**config.mk**
```make
export PLATFORM = sky130hd
export DESIGN_NAME = cic_integrator_decim
export DESIGN_NICKNAME = d
export VERILOG_FILES = /design/src/rtl/cic_integrator_decim.sv
export SDC_FILE = /design/constraint.sdc
export NUM_CORES = 1
export LEC_CHECK = 0
export ABC_AREA = 1
export CAP_MARGIN = 0
export CORE_MARGIN = 4
export CORE_UTILIZATION = 48
export DETAILED_ROUTE_END_ITERATION = 7
export GPL_TIMING_DRIVEN = 0
export PLACE_DENSITY = 0.66
export SLEW_MARGIN = 20
export SYNTH_ARGS = -nofsm -noshare
export SYNTH_HDL_FRONTEND = slang
export SYNTH_SLANG_ARGS = --single-unit
```
**constraint.sdc**
```tcl
create_clock -name clk -period 2.1 [get_ports clk]
set_input_delay 0.42 -clock clk [delete_from_list [all_inputs] [get_ports clk]]
set_output_delay 0.42 -clock clk [all_outputs]
set_load 0.05 [all_outputs]
```
**src/rtl/cic_integrator_decim.sv**
```systemverilog
// cic_integrator_decim: N-stage integrator chain at input rate followed by a decimate-by-R sampler
module cic_integrator_decim #(
  parameter int IN_WIDTH = 16,
  parameter int N        = 3,
  parameter int R        = 4,
  parameter int WIDTH    = 22
)(
  input  logic                clk,
  input  logic                reset,
  input  logic                clear,
  input  logic [IN_WIDTH-1:0] inData,
  input  logic                inValid,
  output logic [WIDTH-1:0]    outData,
  output logic                outValid
);
  localparam int CW = $clog2(R);
  logic [N-1:0][WIDTH-1:0] acc, nxt;
  logic [CW-1:0] cnt;
  logic last;
  assign last = cnt == CW'(R - 1);
  assign nxt[0] = acc[0] + {{(WIDTH - IN_WIDTH){inData[IN_WIDTH-1]}}, inData};
  // each stage adds the previous stage's pre-edge value, forming a pipelined chain
  for (genvar i = 1; i < N; i++) begin : g_int
    assign nxt[i] = acc[i] + acc[i-1];
  end
  always_ff @(posedge clk or negedge reset)
    if (!reset) begin
      acc      <= '0;
      cnt      <= '0;
      outData  <= '0;
      outValid <= 1'b0;
    end else if (clear) begin
      acc      <= '0;
      cnt      <= '0;
      outValid <= 1'b0;
    end else begin
      outValid <= inValid && last;
      if (inValid) begin
        acc <= nxt;
        cnt <= last ? '0 : cnt + CW'(1);
        if (last) outData <= nxt[N-1];
      end
    end
endmodule

```
## Yosys cells after proc, flatten, opt, wreduce, memory -nomap -nowiden

Index checks and enable logic that the tools add are counted.

- Bitwise gates (word level): 1
- Muxes and demuxes: 6
- Reduce and logical (&&, ||, !) cells: 3
- Eq/ne operators: 1
- $add $sub $neg: 4

Operator list:

| kind | number |
|---|---|
| $mux W66 | 2 |
| $add A22 B22 Y22 | 3 |
| $mux W2 | 3 |
| $reduce_and A3 Y1 | 1 |
| $add A2 B1 Y2 const B | 1 |
| $eq A2 B2 Y1 const B | 1 |
| $reduce_bool A2 Y1 | 1 |
| $logic_and A1 B1 Y1 | 1 |
| $mux W1 | 1 |
| $not A1 Y1 | 1 |

- Output and inout bits: 23
- Input port bits: 20
- Logic and storage cells: 21
- Bits in registers: 91

## Depth between registers and ports, before layout

- Depth after elaboration: 4
- Gate-level depth with buffers: 12
- Depth with buffers taken out: 12

## Least setup slack after synthesis

Ideal clock, no wire load.

- Path kind: input -> register
- Start: input port inData[0]
- End: register acc[12] (netlist bit)
- Data required time: 1983 ps
- Setup time: 117 ps
- Path buffers: 0
- Stages on the path: 10
- Setup slack: 247 ps
- Arrival time: 1735 ps
- Cell sequence: ha_1 -> fa_1 -> nand3_1 -> nand3_1 -> nand2_1 -> nand3_1 -> nand2_1 -> nand3b_1 -> nand3_1 -> nand2_1

- Longest elaborated chain between the ends: 3

Ends and longest elaborated chain:

| element | line | RTL |
|---|---|---|
| from (decl) | 11 | `input logic [IN_WIDTH-1:0] inData,` |
| $add A22 B22 Y22 | 21 | `assign nxt[0] = acc[0] + {{(WIDTH - IN_WIDTH){inData[IN_WIDTH-1]}}, inData};` |
| $mux W66 | 38 | `if (inValid) begin` |
| $mux W66 | 32 | `end else if (clear) begin` |
| to (signal assigned) | 39 | `acc <= nxt;` |
| to (decl) | 17 | `logic [N-1:0][WIDTH-1:0] acc, nxt;` |

No other way between the ends. The select of a mux whose other input is x is not followed.
A chain may end at the register's enable or synchronous reset.

## Worst setup path in the final report

- Start: register acc[0] (netlist bit)
- End: register acc[38] (netlist bit)

- Longest elaborated chain between the ends: 3

Ends and longest elaborated chain:

| element | line | RTL |
|---|---|---|
| $add A22 B22 Y22 | 24 | `assign nxt[i] = acc[i] + acc[i-1];` |
| $mux W66 | 38 |  |
| $mux W66 | 32 |  |

No other way between the ends. The select of a mux whose other input is x is not followed.

==> metrics.yaml <==
status: "complete, no violations"
dr_total_vias: 7478
worst_pin_slew_ns: 0.6108
dr.pass1.iters: 5
setup_ws_ns: 0.1030
start_util: 0.4965
clockRootBuffer: "clkbuf_16"
avgRoutedWirePerCell_um: 14.30
h-tree-depth: 3
port_buffers: 42
ant_nets: 0
fin_crit_sh: 0.9509
dpl_cell_area_um2: 8373
synth-seq-cells: 91
dp.cells: 1467
final_layout_size_suffix_gt1_frac: 0.06583
yosysSeqAreaShare: 0.2973
hp-class: "flop to flop"
drcViolationCount: 0
n_antenna_cell: 0
die_y_um: 134.3
cts_buffers: 9
core_area_um2: 15430
endpoint: "acc[38]"
grt_pass1_vias: 6729
syn-num-nets: 1300
ys_warn_count: 0
r2r_slack_ns: 0.10
syn_area_um2: 7660
place_ws_ns: -0.4782
min_period_ns: 1.997
worstPathMaxFanout: 5
tritoncts: "built"
clkTransAtPathRegs_ns: 0.07
gp_congestion: 0.9434
cts_buffer_depth: 2
fin_area_um2: 8841
r2r_cells: 10
powerDensity_nw_per_um2: 629.7
min_path_cells: 2
fin_skew_ns: 0.006977
final_max_slew_viol_count: 0
setup_tns_ns: 0
area_growth_syn_to_layout_pct: 15.42
ys_types: 30
max_freq_mhz: 500.8
dp_hpwl_um: 16880
grt_max_degree: 63
overflow: 0
syn_inst: 1213
endpoint_kind: "flop"
nets: 1358
fp.dieW_um: 134.3
r2r-start: "acc[0]"
die_area_um2: 18040
crit_start: "acc[0]"
leakage_nw: 5.124
worstSetupStartpointType: "flop"
crit_required_ns: 2.35
drv_cap: 0
final_util: 0.5731
fin_cells: 1487
syn_area_per_cell_um2: 6.315
num_rows: 45
io_pins: 43
grt_util_all_layers: 0.2408
clk-insertion-delay-late_ns: 0.35
antenna_found_initial: 0
finalHoldViolCount: 0
clock-sinks: 91
max_slew_margin: 0.5928
wl_um: 21260
worst_ir_drop_vdd_mv: 0.4494
reg2reg_to: "acc[38]"
path_class: "flop to flop"
crit_arrival_ns: 2.24
grt_first_pass_wirelength_um: 34620
finalSetupViolCount: 0
drt_iter0_drc: 544
vias_per_cell: 5.029
[stage by stage]
step	total power [mW]	hold slack, ns
finish	5.567	0.4729
global route	5.925	0.4939
CTS	5.570	0.4793
detailed placement	3.845	0.3158
global placement	3.814	0.4591
floorplan	3.330	0.1244
[layout by cell type, fill, tap and decap left out, drive strengths merged]
cell type,instances
a21oi,47
a22o,6
and2,1
buf,17
bufinv,1
clkbuf,17
clkdlybuf4s50,39
clkinv,1
clkinvlp,1
dfrtp,91
dlygate4sd2,1
dlygate4sd3,1
dlymetal6s2s,1
fa,3
ha,64
inv,170
nand2,535
nand3,103
nand3b,18
nand4,9
nor2,84
nor3,11
o21ai,35
o21bai,4
o31ai,3
or2,1
xnor2,9
xor2,3
[per-layer routing]
layer / routed length (µm) / track usage
met1: 10880 / 0.3629
met2: 8922 / 0.3617
met3: 1151 / 0.04164
met4: 311 / 0.05090
met5: 0 / 0
[worst max-delay path, stage by stage (launching register included)]
cell	delay [ns]
dfrtp_1	0.43
ha_2	0.24
fa_2	0.38
nand3_1	0.12
nand3_2	0.15
nand2_1	0.12
nand3_2	0.10
nand2_2	0.12
nand3b_1	0.09
nand3_1	0.08
nand2_1	0.05
[what timing repair did]
| action | CTS | global route |
|---|---|---|
| hold endpoints to repair | 29 | 0 |
| resized for setup | 7 | 26 |
| pin swaps | 0 | 2 |
| setup endpoints to repair | 12 | 26 |
| buffers inserted | 0 | 3 |
| cloned | 0 | 0 |
| hold buffers | 1 | 0 |
[sequential cells by signal, summed over array words and instances, names as in the netlist]
signal	flops
outValid	1
outData	22
cnt	2
acc	66
[logic make-up after synthesis]
logic type                 count (synthesis)  share of synthesized area
buffers and inverters                    186                    0.09425
and+or+nand+nor                          762                     0.4126
DFF                                       91                     0.2973
xor gates and xnor gates                  12                    0.01372
AOI/OAI and AO/OA                         95                    0.06975
adders and majority gates                 67                     0.1124
[Yosys cell counts]
cell      instances  area (µm²)
a21oi_1          42       210.2
a21oi_2           5       43.79
a22o_1            6       52.55
and2_1            1       6.260
buf_2            10       50.05
buf_4             1       7.510
buf_6             1       11.26
clkbuf_1          6       22.52
dfrtp_1          91        2277
fa_1              3       60.06
ha_1             64       800.8
inv_1           165       619.3
inv_2             3       11.26
nand2_1         531        1993
nand2_2           4       25.02
nand3_1          99       495.5
nand3_2           4       40.04
nand3b_1         18       135.1
nand4_1           9       56.30
nor2_1           75       281.5
nor2_2            7       43.79
nor2_4            2       22.52
nor3_1           11       55.05
o21ai_0          21       105.1
o21ai_1          14       70.07
o21bai_1          4       30.03
o31ai_1           3       22.52
or2_1             1       6.260
xnor2_1           9       78.83
xor2_1            3       26.28
[how the worst min path moves through the flow]
stage                from  slack (ns)    endpoint
6_report       outData[2]        0.47  outData[2]
5_1_grt         inData[0]        0.49      acc[0]
4_1_cts        outData[2]        0.48  outData[2]
3_5_place_dp        reset        0.32      acc[1]
3_3_place_gp   outData[2]        0.46  outData[2]
2_1_floorplan       reset        0.12      acc[0]
[cell type report]
cell class,instances,area (µm²)
fillers,1584,6586
multi-input cells,936,4792
flip-flops and latches,91,2277
inverters,168,630.6
repair buffers,47,483.0
well taps,211,264.0
clock buffers,11,242.7
plain buffers,18,91.34
clock inverters,5,60.06
[report_power, final]
| group | switching [mW] | leakage (nW) | internal (mW) | total, mW |
|---|---|---|---|---|
| Clock | 0.729 | 0.147 | 0.963 | 1.69 |
| Combinational | 1.14 | 3.74 | 0.643 | 1.79 |
| Sequential | 0.167 | 1.24 | 1.92 | 2.09 |
No activity file was read; power rests on OpenSTA's default activity.
